--- src/rtl/ps2_kbd_rx.sv ---
// PS/2 keyboard receiver: sync + glitch filter, frame FSM, FWFT byte FIFO, optional PS2_RX_KEYDECODE_EN decoder.
// Latency: byte/error/strobe visible one clk_sys cycle after the filtered stop-bit fall.
// Backpressure: rx_valid/rx_ready pop; a good byte arriving at a full FIFO is dropped and sets sticky overflow.
`timescale 1ns/1ps
module ps2_kbd_rx #(
    parameter int FILTER_LEN = 4,
    parameter int TIMEOUT    = 2048,
    parameter int FIFO_BITS  = 3
) (
    input  logic       clk_sys,
    input  logic       reset,
    input  logic       ps2_clk,
    input  logic       ps2_data,
    output logic [7:0] rx_data,
    output logic       rx_valid,
    input  logic       rx_ready,
    output logic       parity_err,
    output logic       frame_err,
    output logic       overflow,
    output logic       key_strobe,
    output logic [7:0] key_code,
    output logic       key_pressed,
    output logic       key_extended
);
    localparam int DEPTH = 1 << FIFO_BITS;
    localparam int FW    = (FILTER_LEN > 1) ? $clog2(FILTER_LEN) : 1;
    localparam int TW    = $clog2(TIMEOUT + 1);
    localparam int CW    = FIFO_BITS + 1;

    typedef enum logic [1:0] {IDLE, DATA, PARITY, STOP} state_t;

    logic          clk_s1, clk_s2, dat_s1, dat_s2;
    logic          clk_filt, clk_filt_d;
    logic [FW-1:0] flt_cnt;
    logic          fall;

    always_ff @(posedge clk_sys or posedge reset) begin
        if (reset) begin
            clk_s1 <= 1'b1;
            clk_s2 <= 1'b1;
            dat_s1 <= 1'b1;
            dat_s2 <= 1'b1;
        end else begin
            clk_s1 <= ps2_clk;
            clk_s2 <= clk_s1;
            dat_s1 <= ps2_data;
            dat_s2 <= dat_s1;
        end
    end

    // Filtered level only follows the synchronised clock after FILTER_LEN equal samples.
    always_ff @(posedge clk_sys or posedge reset) begin
        if (reset) begin
            clk_filt   <= 1'b1;
            clk_filt_d <= 1'b1;
            flt_cnt    <= '0;
        end else begin
            clk_filt_d <= clk_filt;
            if (clk_s2 == clk_filt) begin
                flt_cnt <= '0;
            end else if (flt_cnt == FW'(FILTER_LEN - 1)) begin
                clk_filt <= clk_s2;
                flt_cnt  <= '0;
            end else begin
                flt_cnt <= flt_cnt + FW'(1);
            end
        end
    end

    assign fall = clk_filt_d & ~clk_filt;

    state_t        state;
    logic [2:0]    bit_cnt;
    logic [7:0]    shreg;
    logic          par_bit;
    logic [TW-1:0] tmo_cnt;
    logic          par_ok;
    logic          push;

    assign par_ok = ^{shreg, par_bit};
    assign push   = fall && (state == STOP) && dat_s2 && par_ok;

    always_ff @(posedge clk_sys or posedge reset) begin
        if (reset) begin
            state      <= IDLE;
            bit_cnt    <= '0;
            shreg      <= '0;
            par_bit    <= 1'b0;
            tmo_cnt    <= '0;
            parity_err <= 1'b0;
            frame_err  <= 1'b0;
        end else begin
            parity_err <= 1'b0;
            frame_err  <= 1'b0;
            if (state == IDLE) begin
                if (fall && !dat_s2) begin
                    state   <= DATA;
                    bit_cnt <= '0;
                    tmo_cnt <= TW'(1);
                end
            end else if (fall) begin
                tmo_cnt <= TW'(1);
                case (state)
                    DATA: begin
                        shreg   <= {dat_s2, shreg[7:1]};
                        bit_cnt <= bit_cnt + 3'd1;
                        if (bit_cnt == 3'd7)
                            state <= PARITY;
                    end
                    PARITY: begin
                        par_bit <= dat_s2;
                        state   <= STOP;
                    end
                    default: begin
                        state <= IDLE;
                        // A bad stop bit masks a parity error.
                        if (!dat_s2)
                            frame_err <= 1'b1;
                        else if (!par_ok)
                            parity_err <= 1'b1;
                    end
                endcase
            end else if (tmo_cnt == TW'(TIMEOUT - 1)) begin
                frame_err <= 1'b1;
                state     <= IDLE;
            end else begin
                tmo_cnt <= tmo_cnt + TW'(1);
            end
        end
    end

    logic [7:0]           mem [DEPTH];
    logic [FIFO_BITS-1:0] wr_ptr, rd_ptr;
    logic [CW-1:0]        count;
    logic                 full, do_pop, do_wr;

    assign full     = (count == CW'(DEPTH));
    assign rx_valid = (count != '0);
    assign do_pop   = rx_valid && rx_ready;
    assign do_wr    = push && (!full || do_pop);
    assign rx_data  = rx_valid ? mem[rd_ptr] : 8'h00;

    always_ff @(posedge clk_sys) begin
        if (do_wr)
            mem[wr_ptr] <= shreg;
    end

    always_ff @(posedge clk_sys or posedge reset) begin
        if (reset) begin
            wr_ptr   <= '0;
            rd_ptr   <= '0;
            count    <= '0;
            overflow <= 1'b0;
        end else begin
            if (do_wr)
                wr_ptr <= wr_ptr + FIFO_BITS'(1);
            if (do_pop)
                rd_ptr <= rd_ptr + FIFO_BITS'(1);
            case ({do_wr, do_pop})
                2'b10:   count <= count + CW'(1);
                2'b01:   count <= count - CW'(1);
                default: count <= count;
            endcase
            if (push && !do_wr)
                overflow <= 1'b1;
        end
    end

`ifdef PS2_RX_KEYDECODE_EN
    logic ext_flag, brk_flag;

    // Taps every good frame, including ones the full FIFO drops.
    always_ff @(posedge clk_sys or posedge reset) begin
        if (reset) begin
            ext_flag     <= 1'b0;
            brk_flag     <= 1'b0;
            key_strobe   <= 1'b0;
            key_code     <= 8'h00;
            key_pressed  <= 1'b0;
            key_extended <= 1'b0;
        end else begin
            key_strobe <= 1'b0;
            if (push) begin
                if (shreg == 8'hE0) begin
                    ext_flag <= 1'b1;
                end else if (shreg == 8'hF0) begin
                    brk_flag <= 1'b1;
                end else begin
                    key_code     <= shreg;
                    key_extended <= ext_flag;
                    key_pressed  <= ~brk_flag;
                    key_strobe   <= 1'b1;
                    ext_flag     <= 1'b0;
                    brk_flag     <= 1'b0;
                end
            end
        end
    end
`else
    assign key_strobe   = 1'b0;
    assign key_code     = 8'h00;
    assign key_pressed  = 1'b0;
    assign key_extended = 1'b0;
`endif

endmodule

--- config.mk ---
export PLATFORM = sky130hd
export DESIGN_NAME = ps2_kbd_rx
export DESIGN_NICKNAME = d
export VERILOG_FILES = /design/src/rtl/ps2_kbd_rx.sv
export SDC_FILE = /design/constraint.sdc
export NUM_CORES = 1
export LEC_CHECK = 0
export ABC_CLOCK_PERIOD_IN_PS = 3900
export CAP_MARGIN = 40
export CORE_MARGIN = 5
export CORE_UTILIZATION = 59
export CTS_BUF_LIST = sky130_fd_sc_hd__clkbuf_16
export CTS_CLUSTER_DIAMETER = 150
export DETAILED_ROUTE_END_ITERATION = 16
export PLACE_DENSITY_LB_ADDON = 0.08
export SLEW_MARGIN = 20
export SYNTH_ARGS = -nofsm -noshare
export SYNTH_HDL_FRONTEND = slang
export SYNTH_SLANG_ARGS = --single-unit
--- constraint.sdc ---
create_clock -name clk_sys -period 3.9 [get_ports clk_sys]
set_clock_uncertainty 0.2 [all_clocks]
set_input_delay 0.78 -clock clk_sys [delete_from_list [all_inputs] [get_ports clk_sys]]
set_output_delay 0.78 -clock clk_sys [all_outputs]
set_load 0.02 [all_outputs]
==> impl_metrics.yaml <==
outcome:
  status: "finished, final reports clean"
power:
  leakagePower_uw: 0.00220
  ir_drop_mv: 0.440
  power_density_nw_per_um2: 712
worst_setup_path:
  cp-end-kind: "output pin"
  cp.required_ns: 2.92
  cp-start-kind: "flop"
  cp_max_fo: 18
  path_class: "flop to output pin"
  arrival_ns: 2.47
synth:
  postSynthCellCount: 351
  synth_cell_type_count: 51
  synthesis.area_um2: 5060
  seq_area_frac_synth_pct: 61.3
  yosys_most_used_dff: "edfxtp_1"
  avgSynthCellArea_um2: 14.4
  ys_seq_elements: 111
  synth_edf_count: 64
  synth-async-reset-ratio_pct: 42.3
  synth_warnings: 0
clock_network:
  cts_resized: 0
  cts-root-buf: "clkbuf_16"
  cts_made_buffers: 9
  htree_num_levels: 3
  insertion_delay_ns: 0.35
  clkSlewWorstSetupHoldPaths_ns: 0.07
  cts_tree: "yes"
  post_cts.repair.setup_buffers: 0
  cts.sinks: 111
  cts_buffer_depth: 2
  postCtsHoldBufs: 0
timing:
  setup_tns_ns: 0
  fin_crit_sh_pct: 88.4
  report.final.hold_viol_count: 0
  fmax_mhz: 290
  finalSetupViolCount: 0
  max-slew-margin-rel_pct: 45.9
  period_needed_ns: 3.45
  rsz0062_at_grt: "no"
  slew_violations: 0
  worstMarginPinSlew_ns: 0.812
route:
  avgViaCountPerCell: 5.64
  dr_total_vias: 2719
  ant_nets: 0
  drt_iter0_drc: 100
  wire_per_inst_um: 17.8
  drt_first_pass_iters: 4
  wirelength_um: 8590
  drcViolationCount: 0
die:
  die_area_um2: 10500
  die_x_um: 103
  die_h_um: 103
  core_area_um2: 8300
  rows: 33
  initial_core_util_pct: 61.0
  boundaryPins: 28
placement:
  numPortBuffers: 16
  placedCellCount: 466
  dpl.hpwl_um: 5830
  globalplace.congestion: 0.783
finish:
  final_cell_count_no_fill: 482
  diodes: 0
  fin_nets: 390
  area_delta_synth_final_pct: 11.3
  fill_cells: 600
  drive_gt1_share_pct: 19.6
grt:
  grt.overflow.total: 0
  grt_pass1_vias: 2827
  grt_pass1_wl_um: 14400
  grt_max_degree: 33
  antenna_found_initial: 0
  grt_usage_pct: 18.2
run:
  drv_cap: 0
worst_hold_path:
  hp-class: "flop to flop"
[through the flow]
step	area (µm²)	utilization (%)	hold WS, ns	total power (µW)	setup slack [ns]
floorplan	5100	-	0.145	2720	1.10
global placement	5310	64.0	0.145	3080	0.614
detailed placement	5330	64.2	0.147	3130	0.534
CTS	5640	67.9	0.157	4050	0.425
global route	5640	67.9	0.161	4250	0.359
finish	5640	67.9	0.156	4010	0.453
[final timing paths]
kind                       startpoint    endpoint  slack (ns)  cells after the start
min reg2reg                    clk_s1      clk_s2        0.16                      0
max reg2reg                  shreg[0]    count[2]        0.85                     10
max in group asynchronous       reset      clk_s1        2.43                      3
min in group asynchronous       reset  flt_cnt[0]        0.52                      2
min                            clk_s1      clk_s2        0.16                      0
max                         rd_ptr[1]  rx_data[3]        0.45                      4
[cells in the final DEF, fill, tap and decap left out, types with 3 or more instances in the layout]
master	synthesis	final
mux2_2	15	15
inv_1	4	4
buf_4	11	8
mux2i_1	8	8
ha_1	13	13
clkbuf_16	0	9
nor2_1	30	30
conb_1	1	11
nor3_1	7	7
a31oi_1	4	4
o211ai_1	6	6
dfstp_2	6	6
nand2b_1	6	6
xnor2_1	8	8
edfxtp_1	64	64
a21oi_1	7	7
mux4_2	16	16
xor2_1	13	13
dfrtp_1	41	41
o21ai_0	8	8
clkdlybuf4s50_1	0	16
and2_1	4	4
nor2b_1	5	5
o2111ai_1	3	3
and3_1	3	3
nand2_1	21	21
nand3_1	5	5
[logic make-up after synthesis]
logic type	Yosys count	synth area share (%)
buffers and inverters	30	3.16
XOR/XNOR	23	4.60
multiplexers	40	12.5
flip-flops	111	61.3
other	1	0.0741
adder cells (fa/ha/maj)	13	3.21
AND/OR/NAND/NOR	97	10.1
AO/OA/AOI/OAI	36	5.07
[where the power goes]
group / internal (µW) / switching, µW
Clock: 506 / 421
Sequential: 1440 / 259
Combinational: 697 / 685
[sequential cells by signal (all words and copies together), names as in the netlist, 2 cells and up]
| register | count |
|---|---|
| mem | 64 |
| shreg | 8 |
| bit_cnt | 3 |
| state | 2 |
| rd_ptr | 3 |
| tmo_cnt | 12 |
| flt_cnt | 2 |
| wr_ptr | 3 |
| count | 4 |
[cells in the mapped netlist, types with 4 or more instances]
master / instances / area, µm²
clkbuf_1: 7 / 26.3
xor2_1: 13 / 114
nand2_1: 21 / 78.8
buf_2: 5 / 25.0
nand3_1: 5 / 25.0
edfxtp_1: 64 / 1920
nor2_1: 30 / 113
o211ai_1: 6 / 45.0
a21oi_1: 7 / 35.0
nor3_1: 7 / 35.0
dfrtp_1: 41 / 1030
nand2b_1: 6 / 37.5
ha_1: 13 / 163
and2_1: 4 / 25.0
nor2b_1: 5 / 31.3
mux4_2: 16 / 360
buf_4: 11 / 82.6
xnor2_1: 8 / 70.1
o21ai_0: 8 / 40.0
a31oi_1: 4 / 25.0
inv_1: 4 / 15.0
mux2_2: 15 / 169
dfstp_2: 6 / 158
mux2i_1: 8 / 80.1
[routing by layer]
layer	share of wire, %	up-vias	track usage (%)
met5	0	-	0
met4	1.3	0	6.05
met3	3.1	9	3.32
met2	51	38	31.6
met1	44	1355	23.1
li1	-	1317	-
[cell type report]
type	count	area, µm²	area share, %
clock inverters	7	78.8	1.40
flip-flops and latches	111	3110	55.1
repair buffers	25	240	4.26
multi-input cells	220	1840	32.6
inverters	5	18.8	0.333
clock buffers	9	225	4.00
well taps	105	131	2.33
[critical path, cell delays in order (launching register included)]
cell	delay [ns]
dfrtp_1	0.87
mux4_2	0.44
mux2i_1	0.20
nor2_1	0.07
clkdlybuf4s50_1	0.54
Note: power is estimated with default switching activity, not from simulation.
